**src/rtl/updown_sweep_ctrl_if.sv**
```systemverilog
// -----------------------------------------------------------------------------
// updown_sweep_ctrl_if
// Groups the control and counter-loop signals of updown_sweep_ctrl.
//
// Handshake: `start` is a single-cycle request with no ready.
//   - It is accepted only in the cycle where the controller is idle.
//   - `busy` (registered) is the only back-pressure indication.
//   - Upstream must not assume acceptance unless `busy` or `cfg_err` follows
//     one cycle later.
//   - `stop` is level-sampled only while busy.
//
// Signals:
//   start, stop       upstream requests
//   lo, hi, cycles    sweep configuration, captured on an accepted start
//   cnt_in            counter output fed back
//   cnt_clr, cnt_up   counter controls (sync clear, direction 1=up)
//   busy              high in SEEK/UP/DOWN
//   done, aborted     single-cycle completion pulses
//   cfg_err           single-cycle pulse on a rejected start
//   periods           completed triangle periods
//
// Modports: master = upstream/counter side, slave = controller.
// -----------------------------------------------------------------------------
interface updown_sweep_ctrl_if #(
   parameter int WIDTH = 8,
   parameter int PER_W = 8
);
   logic             start;
   logic             stop;
   logic [WIDTH-1:0] lo;
   logic [WIDTH-1:0] hi;
   logic [PER_W-1:0] cycles;
   logic [WIDTH-1:0] cnt_in;
   logic             cnt_clr;
   logic             cnt_up;
   logic             busy;
   logic             done;
   logic             aborted;
   logic             cfg_err;
   logic [PER_W-1:0] periods;

   modport master (
      output start, stop, lo, hi, cycles, cnt_in,
      input  cnt_clr, cnt_up, busy, done, aborted, cfg_err, periods
   );

   modport slave (
      input  start, stop, lo, hi, cycles, cnt_in,
      output cnt_clr, cnt_up, busy, done, aborted, cfg_err, periods
   );
endinterface

```
**src/rtl/updown_sweep_ctrl.sv**
```systemverilog
// -----------------------------------------------------------------------------
// updown_sweep_ctrl
// Drives an 8-bit up/down counter so that its output sweeps a triangle between
// latched bounds lo..hi for a programmed number of periods (0 = continuous).
//
// Ports:
//   clk        system clock, rising edge
//   reset      asynchronous, active-low reset
//   bus        updown_sweep_ctrl_if.slave (see interface header)
//   dbg_state  current FSM state: 0 IDLE, 1 SEEK, 2 UP, 3 DOWN
//
// The interface instance must be built with the same WIDTH/PER_W as this module.
// -----------------------------------------------------------------------------
module updown_sweep_ctrl #(
   parameter int WIDTH = 8,
   parameter int PER_W = 8
) (
   input  logic                   clk,
   input  logic                   reset,
   updown_sweep_ctrl_if.slave     bus,
   output logic [1:0]             dbg_state
);

   typedef enum logic [1:0] {
      ST_IDLE = 2'd0,
      ST_SEEK = 2'd1,
      ST_UP   = 2'd2,
      ST_DOWN = 2'd3
   } state_t;

   state_t           state_q, state_d;
   logic [WIDTH-1:0] lo_q, lo_d;
   logic [WIDTH-1:0] hi_q, hi_d;
   logic [PER_W-1:0] cyc_q, cyc_d;
   logic [PER_W-1:0] periods_q, periods_d;
   logic             busy_q, busy_d;
   logic             done_q, done_d;
   logic             aborted_q, aborted_d;
   logic             cfg_err_q, cfg_err_d;

   logic             cnt_clr;
   logic             cnt_up;
   logic [PER_W-1:0] per_inc;

   always_ff @(posedge clk or negedge reset) begin
      if (!reset) begin
         state_q   <= ST_IDLE;
         lo_q      <= '0;
         hi_q      <= '0;
         cyc_q     <= '0;
         periods_q <= '0;
         busy_q    <= 1'b0;
         done_q    <= 1'b0;
         aborted_q <= 1'b0;
         cfg_err_q <= 1'b0;
      end else begin
         state_q   <= state_d;
         lo_q      <= lo_d;
         hi_q      <= hi_d;
         cyc_q     <= cyc_d;
         periods_q <= periods_d;
         busy_q    <= busy_d;
         done_q    <= done_d;
         aborted_q <= aborted_d;
         cfg_err_q <= cfg_err_d;
      end
   end

   // The counter moves on every edge, so the counter controls are decoded
   // combinationally from cnt_in: a turnaround issued in the cycle the counter
   // sits on a bound makes the next value step back off that bound.
   always_comb begin
      state_d   = state_q;
      lo_d      = lo_q;
      hi_d      = hi_q;
      cyc_d     = cyc_q;
      periods_d = periods_q;
      done_d    = 1'b0;
      aborted_d = 1'b0;
      cfg_err_d = 1'b0;
      cnt_clr   = 1'b0;
      cnt_up    = 1'b0;
      // Saturating increment; only reachable at all-ones in continuous mode.
      per_inc   = (periods_q == '1) ? periods_q : periods_q + 1'b1;

      if (state_q == ST_IDLE) begin
         cnt_clr = 1'b1;
         // stop is not looked at here, so start+stop together starts a run.
         if (bus.start) begin
            lo_d  = bus.lo;
            hi_d  = bus.hi;
            cyc_d = bus.cycles;
            if (bus.lo >= bus.hi) begin
               cfg_err_d = 1'b1;
            end else begin
               periods_d = '0;
               state_d   = ST_SEEK;
            end
         end
      end else if (bus.stop) begin
         // Abort wins over any period completion in the same cycle.
         cnt_clr   = 1'b1;
         aborted_d = 1'b1;
         state_d   = ST_IDLE;
      end else begin
         case (state_q)
            ST_SEEK: begin
               cnt_up = 1'b1;
               if (bus.cnt_in == lo_q) state_d = ST_UP;
            end
            ST_UP: begin
               if (bus.cnt_in == hi_q) begin
                  state_d = ST_DOWN;
               end else begin
                  cnt_up = 1'b1;
               end
            end
            ST_DOWN: begin
               if (bus.cnt_in == lo_q) begin
                  periods_d = per_inc;
                  if ((cyc_q != '0) && (per_inc == cyc_q)) begin
                     cnt_clr = 1'b1;
                     done_d  = 1'b1;
                     state_d = ST_IDLE;
                  end else begin
                     cnt_up  = 1'b1;
                     state_d = ST_UP;
                  end
               end
            end
            default: begin
               state_d = ST_IDLE;
            end
         endcase
      end

      busy_d = (state_d != ST_IDLE);
   end

   assign bus.cnt_clr = cnt_clr;
   assign bus.cnt_up  = cnt_up;
   assign bus.busy    = busy_q;
   assign bus.done    = done_q;
   assign bus.aborted = aborted_q;
   assign bus.cfg_err = cfg_err_q;
   assign bus.periods = periods_q;
   assign dbg_state   = state_q;

endmodule
```
**src/flat_wrapper.sv**
```systemverilog
// flat-port wrapper written by rule: the top's interface ports become plain ports
module updown_sweep_ctrl_flat 
#(
   parameter int WIDTH = 8,
   parameter int PER_W = 8
)
  (clk, reset, dbg_state, bus_start, bus_stop, bus_lo, bus_hi, bus_cycles, bus_cnt_in, bus_cnt_clr, bus_cnt_up, bus_busy, bus_done, bus_aborted, bus_cfg_err, bus_periods);
  updown_sweep_ctrl_if #(.WIDTH(WIDTH), .PER_W(PER_W)) bus_i ();
  input  logic clk;
  input  logic reset;
  output logic [1:0] dbg_state;
  input wire logic [$bits(bus_i.start)-1:0] bus_start;
  input wire logic [$bits(bus_i.stop)-1:0] bus_stop;
  input wire logic [$bits(bus_i.lo)-1:0] bus_lo;
  input wire logic [$bits(bus_i.hi)-1:0] bus_hi;
  input wire logic [$bits(bus_i.cycles)-1:0] bus_cycles;
  input wire logic [$bits(bus_i.cnt_in)-1:0] bus_cnt_in;
  output wire logic [$bits(bus_i.cnt_clr)-1:0] bus_cnt_clr;
  output wire logic [$bits(bus_i.cnt_up)-1:0] bus_cnt_up;
  output wire logic [$bits(bus_i.busy)-1:0] bus_busy;
  output wire logic [$bits(bus_i.done)-1:0] bus_done;
  output wire logic [$bits(bus_i.aborted)-1:0] bus_aborted;
  output wire logic [$bits(bus_i.cfg_err)-1:0] bus_cfg_err;
  output wire logic [$bits(bus_i.periods)-1:0] bus_periods;
  assign bus_i.start = bus_start;
  assign bus_i.stop = bus_stop;
  assign bus_i.lo = bus_lo;
  assign bus_i.hi = bus_hi;
  assign bus_i.cycles = bus_cycles;
  assign bus_i.cnt_in = bus_cnt_in;
  assign bus_cnt_clr = bus_i.cnt_clr;
  assign bus_cnt_up = bus_i.cnt_up;
  assign bus_busy = bus_i.busy;
  assign bus_done = bus_i.done;
  assign bus_aborted = bus_i.aborted;
  assign bus_cfg_err = bus_i.cfg_err;
  assign bus_periods = bus_i.periods;
  updown_sweep_ctrl #(.WIDTH(WIDTH), .PER_W(PER_W)) u_core (.clk(clk), .reset(reset), .bus(bus_i), .dbg_state(dbg_state));
endmodule
```
**config.mk**
```make
export PLATFORM = sky130hd
export DESIGN_NAME = updown_sweep_ctrl_flat
export DESIGN_NICKNAME = d
export VERILOG_FILES = /design/src/rtl/updown_sweep_ctrl_if.sv /design/src/rtl/updown_sweep_ctrl.sv /design/src/flat_wrapper.sv
export SDC_FILE = /design/constraint.sdc
export NUM_CORES = 1
export LEC_CHECK = 0
export BUFFER_PORTS_ARGS = -buffer_cell sky130_fd_sc_hd__buf_2
export CORE_MARGIN = 2
export CORE_UTILIZATION = 31
export DETAILED_ROUTE_END_ITERATION = 12
export PLACE_DENSITY = 0.54
export SLEW_MARGIN = 15
export SYNTH_ARGS = -nofsm -noshare
export SYNTH_HDL_FRONTEND = slang
export SYNTH_SLANG_ARGS = --single-unit
```
**constraint.sdc**
```tcl
create_clock -name clk -period 2.2 [get_ports clk]
set_input_delay 0.22 -clock clk [delete_from_list [all_inputs] [get_ports clk]]
set_output_delay 0.22 -clock clk [all_outputs]
set_load 0.02 [all_outputs]
```
==> results of run 1 <==
==> Yosys cell counts (3+ instances only) <==
cell type	number	area share
nand2_1	68	0.11
dfrtp_1	38	0.41
xnor2_1	20	0.076
a21oi_1	17	0.037
o21ai_0	15	0.032
nor2_1	11	0.018
inv_1	10	0.016
ha_1	9	0.049
nand2b_1	6	0.016
nand3_1	6	0.013
nand4_1	6	0.016
clkbuf_1	5	0.0081
nor3_1	5	0.011
a31oi_1	4	0.011
and2_1	4	0.011
and3_1	3	0.0081
mux2_2	3	0.015
xor2_1	3	0.011
==> per-stage QoR <==
stage | hold WS [ns] | util | setup WS, ns | power (W)
floorplan | -0.07559 | - | 0.01455 | 0.001313
global placement | 0.3091 | 0.3987 | -0.01269 | 0.001531
detailed placement | 0.3131 | 0.3987 | -0.004895 | 0.001537
CTS | 0.1114 | 0.4252 | -0.2749 | 0.002091
global route | 0.1243 | 0.4257 | -0.4316 | 0.002212
finish | 0.1155 | 0.4257 | -0.2777 | 0.002066
==> metal layers <==
metal  vias to the layer above  routed length [µm]  global-route usage
met5                         -                   0                   0
met2                        80                2893              0.2587
met3                         6                 394             0.03756
li1                       1088                   -                   -
met1                       992                2873              0.2131
met4                         0                  65             0.04231
==> cell type report <==
type,count,area [µm²]
multi-input cells,211,1365
flip-flops and latches,38,955.9
fillers,746,4165
clock inverters,2,12.51
well taps,99,123.9
inverters,10,37.54
repair buffers,83,510.5
clock buffers,6,82.58
==> timing repair <==
item                                   4_1_cts  5_1_grt
pin swaps                                    9        5
hold buffers                                 1        0
gates resized for setup                     15        3
buffers inserted                             4        1
endpoints found under the hold margin        1        0
cloned                                       0        0
setup endpoints to repair                    2        5
==> worst max-delay path by stage <==
stage,end,depth (start not counted)
global placement,bus_cnt_up,7
CTS,bus_cnt_up,9
finish,bus_cnt_clr,9
detailed placement,bus_cnt_up,8
floorplan,bus_cnt_clr,7
global route,bus_cnt_clr,9
==> report_power, final <==
group          internal, W  switching (W)  leakage, nW  total [W]
Sequential        0.000825       0.000107        0.480   0.000932
Clock             0.000252       0.000265       0.0472   0.000517
Combinational     0.000287       0.000330        0.941   0.000618
==> registers in the layout, indices dropped and copies added (netlist names) <==
| signal | cells |
|---|---|
| u_core.dbg_state | 2 |
| u_core.bus.busy | 1 |
| u_core.hi_q | 8 |
| u_core.cyc_q | 8 |
| u_core.lo_q | 8 |
| u_core.bus.cfg_err | 1 |
| u_core.bus.aborted | 1 |
| u_core.bus.periods | 8 |
| u_core.bus.done | 1 |
==> cell usage in the layout, fill, tap and decap left out, types with 2 or more instances in the layout <==
cell      count
inv_1        10
o21ai_0      14
dfrtp_2       4
nand2_1      68
a211oi_1      2
a31oi_1       4
buf_6         2
nand4_1       6
o21ai_1       3
a211o_1       2
mux2i_1       2
dfrtp_1      34
nand2b_1      6
and2_1        3
nor2b_1       2
o21a_1        2
nand3_1       5
xnor2_1      20
mux2_2        4
buf_2        49
clkbuf_8      6
and3_1        2
a21oi_1      15
nor2_1       11
ha_1          8
buf_4        31
xor2_1        3
nand4b_1      2
a21oi_2       2
nor3_1        4
==> cells by family after synthesis <==
family                     after synthesis  synth area share
AOI/OAI and AO/OA                       53            0.1429
xor gates and xnor gates                23           0.08684
adders and majority gates                9           0.04854
buffers and inverters                   19           0.03506
DFF                                     38            0.4099
muxes                                    6           0.02805
and+or+nand+nor                        120            0.2487
==> worst max-delay path: cells and delay by family (launching register included) <==
family / cells / cell delay [ns]
AND/OR/NAND/NOR: 3 / 0.46
flip-flops: 1 / 0.45
AO/OA/AOI/OAI: 2 / 0.42
buffers and inverters: 2 / 0.30
adder cells (fa/ha/maj): 1 / 0.19
XOR/XNOR: 1 / 0.16
==> impl_metrics.toml, run 1 <==
[drt]
wl_um = 6227
routedWlPerCell_um = 13.87
antenna_left = 0
first_iter_violations = 105
via_per_inst = 4.824
first_pass_iters = 4
drc = 0
vias = 2166

[sta]
final_hold_viol_count = 0
tightest_slew_ns = 0.5082
period_needed_ns = 2.478
finalCritPeriodShare = 1.126
setup-violations-final = 2
maxSlewHeadroom = 0.6612
worst_slack_ns = -0.2777
rsz0062_at_grt = "true"
maxSlewViolCount = 0
skew_ns = 0.004755
max_freq_ghz = 0.4036
finalSetupTns_ns = -0.5197

[placement]
portBuffers = 51
dp.cells = 436
dpl.hpwl_um = 4735
post_dp_cell_area_um2 = 2892
gp_congestion = 0.8981

[clock_tree]
clkTransAtPathRegs_ns = 0.08
cts_tree = "done"
cts_inserted_buffers = 5
clock-sinks = 38
insertion_delay_ns = 0.29
ctsHtreeMaxLevel = 2
clock-root-buffer = "clkbuf_8"
clockBufferDepth = 2

[critical_path]
start_kind = "flip-flop"
crit-reg2reg-launch = "u_core.bus.periods[0]"
r2r_end = "u_core.bus.busy"
reg2reg_depth = 9
slowest_delay_ns = 0.45
crit_type = "flip-flop to output pin"
end_kind = "output pin"
critical_path_required_ns = 1.98
startpoint = "u_core.bus.periods[0]"
worst-path-max-fanout = 5
critPathSlowestCell = "dfrtp_2"
path_cells = "ha_4 > and2_4 > a211oi_4 > xnor2_1 > nand4b_1 > buf_4 > nor4_4 > a211o_1 > buf_6"
regToRegSetupSlack_ns = 0.18
arrival_ns = 2.26

[die]
rows = 31
core_area_um2 = 7253
fp.dieH_um = 90.51
start_util = 0.3198
die_area_um2 = 8191
dieWidth_um = 90.51
io_pins = 52

[synthesis]
yosys_warnings = 0
async_flop_share = 1.000
synth_nets = 313
synth.distinct_cells = 42
syn_inst = 268
syn_area_um2 = 2320
synth_area_per_cell_um2 = 8.656
synth_seq_cells = 38
synth-edff-count = 0
yosysSeqAreaShare = 0.4099
synthFlopType = "dfrtp_1"

[grt]
grt_max_degree = 39
grt-ovfl-total = 0
gr-usage-all-layers = 0.1594
grt_pass1_vias = 2193
antenna_found_initial = 0
grt_pass1_wl_um = 10590

[layout]
insertedDiodeCount = 0
fin_cells = 449
num-nets-final = 394
syn_to_final_growth_pct = 33.12
drive_gt1_frac = 0.3314
finalInstanceArea_um2 = 3088

[status]
failed_checks = "setup timing"
status = "complete, but fails checks"

[power_and_ir_drop]
power.density_nw_per_um2 = 669.2
peakVddDrop_mv = 0.4619
leakage_nw = 1.468

[job]
max_cap_violations = 0

[hold_path]
hold_start = "bus_cycles[3]"
whs_path_depth = 3
min_path_type = "input pin to flip-flop"
worstHoldEndpoint = "u_core.cyc_q[3]"
Power figures use the tool's default switching activity.
==> run 2, diff against run 1 <==
- CTS_BUF_LIST: not set -> sky130_fd_sc_hd__clkbuf_16
- HOLD_SLACK_MARGIN: not set -> 0.15
==> run 2 against run 1 <==
Compared with the run above: clock-buffer cell count decreased by 1; largest cell class unchanged; first-iteration DRC count decreased by 4.8%; highest routed layer unchanged; critical path depth unchanged; wire length increased by 1.3%; combinational power increased by 2%; clock skew decreased by 0.00055 ns; critical endpoint unchanged; the flow still finishes with violations (setup timing); setup slack improved by 0.013 ns.
==> impl_metrics.toml, run 2 (synthesis results as in run 1) <==
[status]
status = "complete, but fails checks"
failed_checks = "setup timing"

[hold_path]
min_path_type = "input pin to flip-flop"
whs_path_depth = 3
hold_start = "bus_cycles[5]"
worstHoldEndpoint = "u_core.cyc_q[5]"

[critical_path]
crit_type = "flip-flop to output pin"
r2r_end = "u_core.bus.busy"
crit-reg2reg-launch = "u_core.bus.periods[0]"
arrival_ns = 2.24
start_kind = "flip-flop"
worst-path-max-fanout = 5
regToRegSetupSlack_ns = 0.18
reg2reg_depth = 9
end_kind = "output pin"
critical_path_required_ns = 1.98

[sta]
maxSlewViolCount = 0
skew_ns = 0.004208
setup-violations-final = 2
finalCritPeriodShare = 1.120
tightest_slew_ns = 0.5026
rsz0062_at_grt = "true"
maxSlewHeadroom = 0.6649
final_hold_viol_count = 0
period_needed_ns = 2.465
worst_slack_ns = -0.2647
max_freq_ghz = 0.4057

[layout]
final_cell_mix = "nand2_1 (68), buf_2 (49), dfrtp_1 (34)"
syn_to_final_growth_pct = 38.13
layout_commonest_cell = "nand2_1"
drive_gt1_frac = 0.3221
fillers = 733
insertedDiodeCount = 0
num-nets-final = 401
utilization = 0.4418

[clock_tree]
clock-root-buffer = "clkbuf_16"
cts_inserted_buffers = 5
insertion_delay_ns = 0.28
ctsHtreeMaxLevel = 2
clock-sinks = 38
cts_tree = "done"
clockBufferDepth = 2
clkTransAtPathRegs_ns = 0.06

[drt]
routedWlPerCell_um = 13.83
wl_um = 6305
first_iter_violations = 100
first_pass_iters = 4
via_per_inst = 4.809
drc = 0
vias = 2193
antenna_left = 0

[grt]
grt-ovfl-total = 0
grt_max_degree = 39
grt_pass1_vias = 2191
grt_pass1_wl_um = 10610
gr-usage-all-layers = 0.1606
antenna_found_initial = 0

[power_and_ir_drop]
leakage_nw = 1.518
peakVddDrop_mv = 0.3375
power.density_nw_per_um2 = 705.3

[die]
start_util = 0.3198
dieWidth_um = 90.51
core_area_um2 = 7253
fp.dieH_um = 90.51
die_area_um2 = 8191
rows = 31
io_pins = 52

[placement]
dp_worst_setup_slack_ns = -0.004895
portBuffers = 51
dpl.hpwl_um = 4735
gp_congestion = 0.8981

[job]
max_cap_violations = 0
## run 2: worst max-delay path by stage
stage	slack (ns)	startpoint	endpoint
detailed placement	-0.005	u_core.bus.periods[0]	bus_cnt_up
floorplan	0.01	u_core.bus.periods[0]	bus_cnt_clr
global placement	-0.01	u_core.bus.periods[2]	bus_cnt_up
CTS	-0.25	u_core.bus.periods[0]	bus_cnt_up
finish	-0.26	u_core.bus.periods[0]	bus_cnt_clr
global route	-0.38	u_core.bus.periods[0]	bus_cnt_clr
## run 2: report_power, final
part,internal (W),switching (W)
Combinational,0.000295,0.000333
Sequential,0.000826,0.000107
Clock,0.000414,0.000284
Total,0.00154,0.000724
## run 2: worst max-delay path: stages, from the launching register on
cell,delay (ns)
dfrtp_2,0.44
ha_4,0.19
and2_4,0.15
a211oi_4,0.25
xnor2_1,0.16
nand4b_1,0.17
buf_4,0.18
nor4_4,0.14
a211o_1,0.17
buf_6,0.12
## run 2: layout make-up
type	instances	area [µm²]	area share
clock inverters	3	16.27	0.005076
clock buffers	5	125.1	0.03905
flip-flops and latches	38	955.9	0.2983
inverters	10	37.54	0.01171
well taps	99	123.9	0.03866
repair buffers	90	580.6	0.1812
multi-input cells	211	1365	0.4260
## run 2: through the flow
stage / hold slack (ns) / instance area [µm²] / power [W] / instances / TNS [ns]
after floorplan: -0.07559 / 2354 / 0.001313 / 268 / 0
after global placement: 0.3091 / 2892 / 0.001531 / 436 / -0.01269
after detailed placement: 0.3131 / 2892 / 0.001537 / 436 / -0.004895
after CTS: 0.1500 / 3201 / 0.002288 / 456 / -0.4908
after global routing: 0.1576 / 3204 / 0.002406 / 456 / -0.7401
final: 0.1514 / 3204 / 0.002260 / 456 / -0.4981
## run 2: what timing repair did
action,4_1_cts,5_1_grt
hold endpoints to repair,45,0
pin swaps,9,5
setup endpoints to repair,2,5
gates resized for setup,15,3
buffers inserted,4,1
hold buffers,8,0
## run 2: per-layer routing
layer,vias up,global-route usage,share of wire
li1,1105,-,-
met1,1006,0.2117,0.46
met2,69,0.2600,0.46
met3,13,0.03589,0.056
met4,0,0.05513,0.022
met5,-,0,0
==> run 3, diff against run 2 <==
- ABC_AREA: not set -> 1
==> run 3 against run 2 <==
Compared with the run above: the flow still finishes with violations (setup timing); clock skew increased by 0.00076 ns; wire length decreased by 4.3%; combinational power decreased by 34%; total power decreased by 9.0%; sequential power decreased by 9.3%; critical path type unchanged; largest cell class unchanged.
==> impl_metrics.toml, run 3 <==
[grt]
grt-ovfl-total = 0
gr-usage-all-layers = 0.1445
grt_pass1_vias = 2201
grt_pass1_wl_um = 10030
grt_max_degree = 43
antenna_found_initial = 0

[synthesis]
synth_seq_cells = 38
synth_compound_area_frac = 0.07669
synth.distinct_cells = 34
synth_top_family_by_area = "simple AND/OR/NAND/NOR gates"
synth_nets = 383
synth.area.top_cells = "dfrtp_1 (38%), nand2_1 (12%), inv_1 (7.5%)"
yosys_warnings = 0
yosysMostFrequentCell = "nand2_1"
synthFlopType = "dfrtp_1"
synth_xor_area_frac = 0.02789
yosysSeqAreaShare = 0.3785
synth_common_cells = "nand2_1 (81), inv_1 (50), dfrtp_1 (38)"
synth-simple-area-share = 0.3446
async_flop_share = 1.000
synth_area_per_cell_um2 = 7.433
synth_top_cell_area_share = 0.3785
syn_inst = 338
synth-edff-count = 0
synth.mux.area_fraction = 0.03586
yosysTopAreaCell = "dfrtp_1"
synth_adder_area_share = 0.04482
syn_area_um2 = 2512

[hold_path]
hold_start = "bus_lo[6]"
worstHoldEndpoint = "u_core.lo_q[6]"
min_path_type = "input pin to flip-flop"
whs_path_depth = 2

[critical_path]
reg2reg_depth = 15
cpMostUsedCell = "nand2_1"
r2r_end = "u_core.bus.busy"
crit-reg2reg-launch = "u_core.bus.periods[0]"
slowest_delay_ns = 0.41
start_kind = "flip-flop"
end_kind = "output pin"
critical_path_required_ns = 1.98
regToRegSetupSlack_ns = 0.29
critPathSlowestCell = "dfrtp_1"
path_cells = "buf_6 > inv_1 > nor2_2 > nand2_1 > nand2_1 > nand3_1 > inv_1 > nand2_1 > nand2_1 > nand3_1 > nor2_2 > nand3_2 > nand2_1 > buf_6"
crit_type = "flip-flop to output pin"
worst-path-max-fanout = 9
arrival_ns = 2.04

[clock_tree]
clockBufferDepth = 2
cts_inserted_buffers = 5
clock-sinks = 38
cts_tree = "done"
clock-root-buffer = "clkbuf_16"
clkTransAtPathRegs_ns = 0.06
ctsHtreeMaxLevel = 2
insertion_delay_ns = 0.28

[placement]
portBuffers = 51
gp_congestion = 0.8105
dp_worst_setup_slack_ns = 0.1569
dpl.hpwl_um = 4648

[drt]
antenna_left = 0
first_pass_iters = 4
drc = 0
first_iter_violations = 87
routedWlPerCell_um = 12.01
via_per_inst = 4.516
vias = 2267
wl_um = 6031

[sta]
rsz0062_at_grt = "true"
setup-violations-final = 2
period_needed_ns = 2.260
final_hold_viol_count = 0
tightest_slew_ns = 0.8786
maxSlewViolCount = 0
skew_ns = 0.004965
worst_slack_ns = -0.05952
maxSlewHeadroom = 0.4142
finalCritPeriodShare = 1.027
max_freq_ghz = 0.4426

[power_and_ir_drop]
leakage_nw = 1.737
peakVddDrop_mv = 0.3541
power.density_nw_per_um2 = 649.0
finalPower_w = 0.002056

[status]
status = "complete, but fails checks"
failed_checks = "setup timing"

[layout]
insertedDiodeCount = 0
num-nets-final = 444
syn_to_final_growth_pct = 26.10
utilization = 0.4058
fillers = 828
layout_commonest_cell = "nand2_1"
final_cell_mix = "nand2_1 (76), inv_1 (52), buf_2 (49)"
drive_gt1_frac = 0.2700

[die]
start_util = 0.3218
dieWidth_um = 94.03
fp.dieH_um = 94.03
io_pins = 52
core_area_um2 = 7807
rows = 32
die_area_um2 = 8841

[job]
max_cap_violations = 0
## run 3: cell types whose count changed in the layout (fill, tap and decap cells not counted), moves of 6 or more
cell           before  now
nand2_1            68   76
buf_4              31    6
dlygate4sd3_1       8    2
nor2_1             11   31
xnor2_1            20    1
inv_1              10   52
nand2_2             0   14
nand2b_1            6    0
nand3_1             5   33
## run 3: per-stage QoR
stage / setup TNS (ns) / area [µm²] / cells / hold WS, ns
after CTS: -0.1322 / 3163 / 502 / 0.1857
after detailed placement: 0 / 2905 / 490 / 0.4006
final: -0.09647 / 3168 / 502 / 0.1902
after global routing: -0.3986 / 3168 / 502 / 0.1990
after floorplan: 0 / 2516 / 338 / -0.07559
after global placement: 0 / 2905 / 490 / 0.3889
## run 3: logic make-up after synthesis
kind of cell    count (synthesis)
simple gates                  181
buf+inv                        58
flops                          38
compound gates                 36
fa+ha+maj                       9
xor+xnor                        8
mux                             8
## run 3: area by class of cell
class / instances / area, µm² / share of cell area
repair buffers: 60 / 344.1 / 0.1086
multi-input cells: 243 / 1390 / 0.4388
clock inverters: 3 / 37.54 / 0.01185
well taps: 102 / 127.6 / 0.04028
inverters: 51 / 191.4 / 0.06043
clock buffers: 5 / 125.1 / 0.03949
flip-flops and latches: 38 / 952.2 / 0.3006
## run 3: worst max-delay path by stage
stage	startpoint	end	slack, ns
2_1_floorplan	u_core.bus.periods[1]	bus_cnt_up	0.07
3_3_place_gp	u_core.bus.periods[0]	bus_cnt_clr	0.17
3_5_place_dp	u_core.bus.periods[0]	bus_cnt_clr	0.16
4_1_cts	u_core.bus.periods[1]	bus_cnt_clr	-0.09
5_1_grt	u_core.bus.periods[0]	bus_cnt_up	-0.20
6_report	u_core.bus.periods[0]	bus_cnt_clr	-0.06
## run 3: what timing repair did
| action | 4_1_cts | 5_1_grt |
|---|---|---|
| hold buffers | 2 | 0 |
| setup endpoints to repair | 2 | 2 |
| hold endpoints to repair | 39 | 0 |
| gates resized for setup | 15 | 2 |
| pin swaps | 6 | 5 |
| cloned | 1 | 0 |
| buffers inserted | 1 | 0 |
## run 3: layer usage
layer  up-vias  track usage  part of all wire
met2        64       0.2405              0.47
met1       987       0.1886              0.46
met5         -            0                 0
li1       1208            -                 -
met4         0      0.03986             0.013
met3         8      0.03210             0.055
## run 3: critical path, delay by kind of cell, from the launching register on
kind | cells | cell delay (ns)
simple gates | 10 | 0.90
buf+inv | 4 | 0.46
flops | 1 | 0.41
## run 3: power by group
part | switching, W | internal [W] | leakage [nW]
combinational | 0.000240 | 0.000172 | 1.18
sequential | 0.0000590 | 0.000788 | 0.470
clock | 0.000271 | 0.000526 | 0.0864
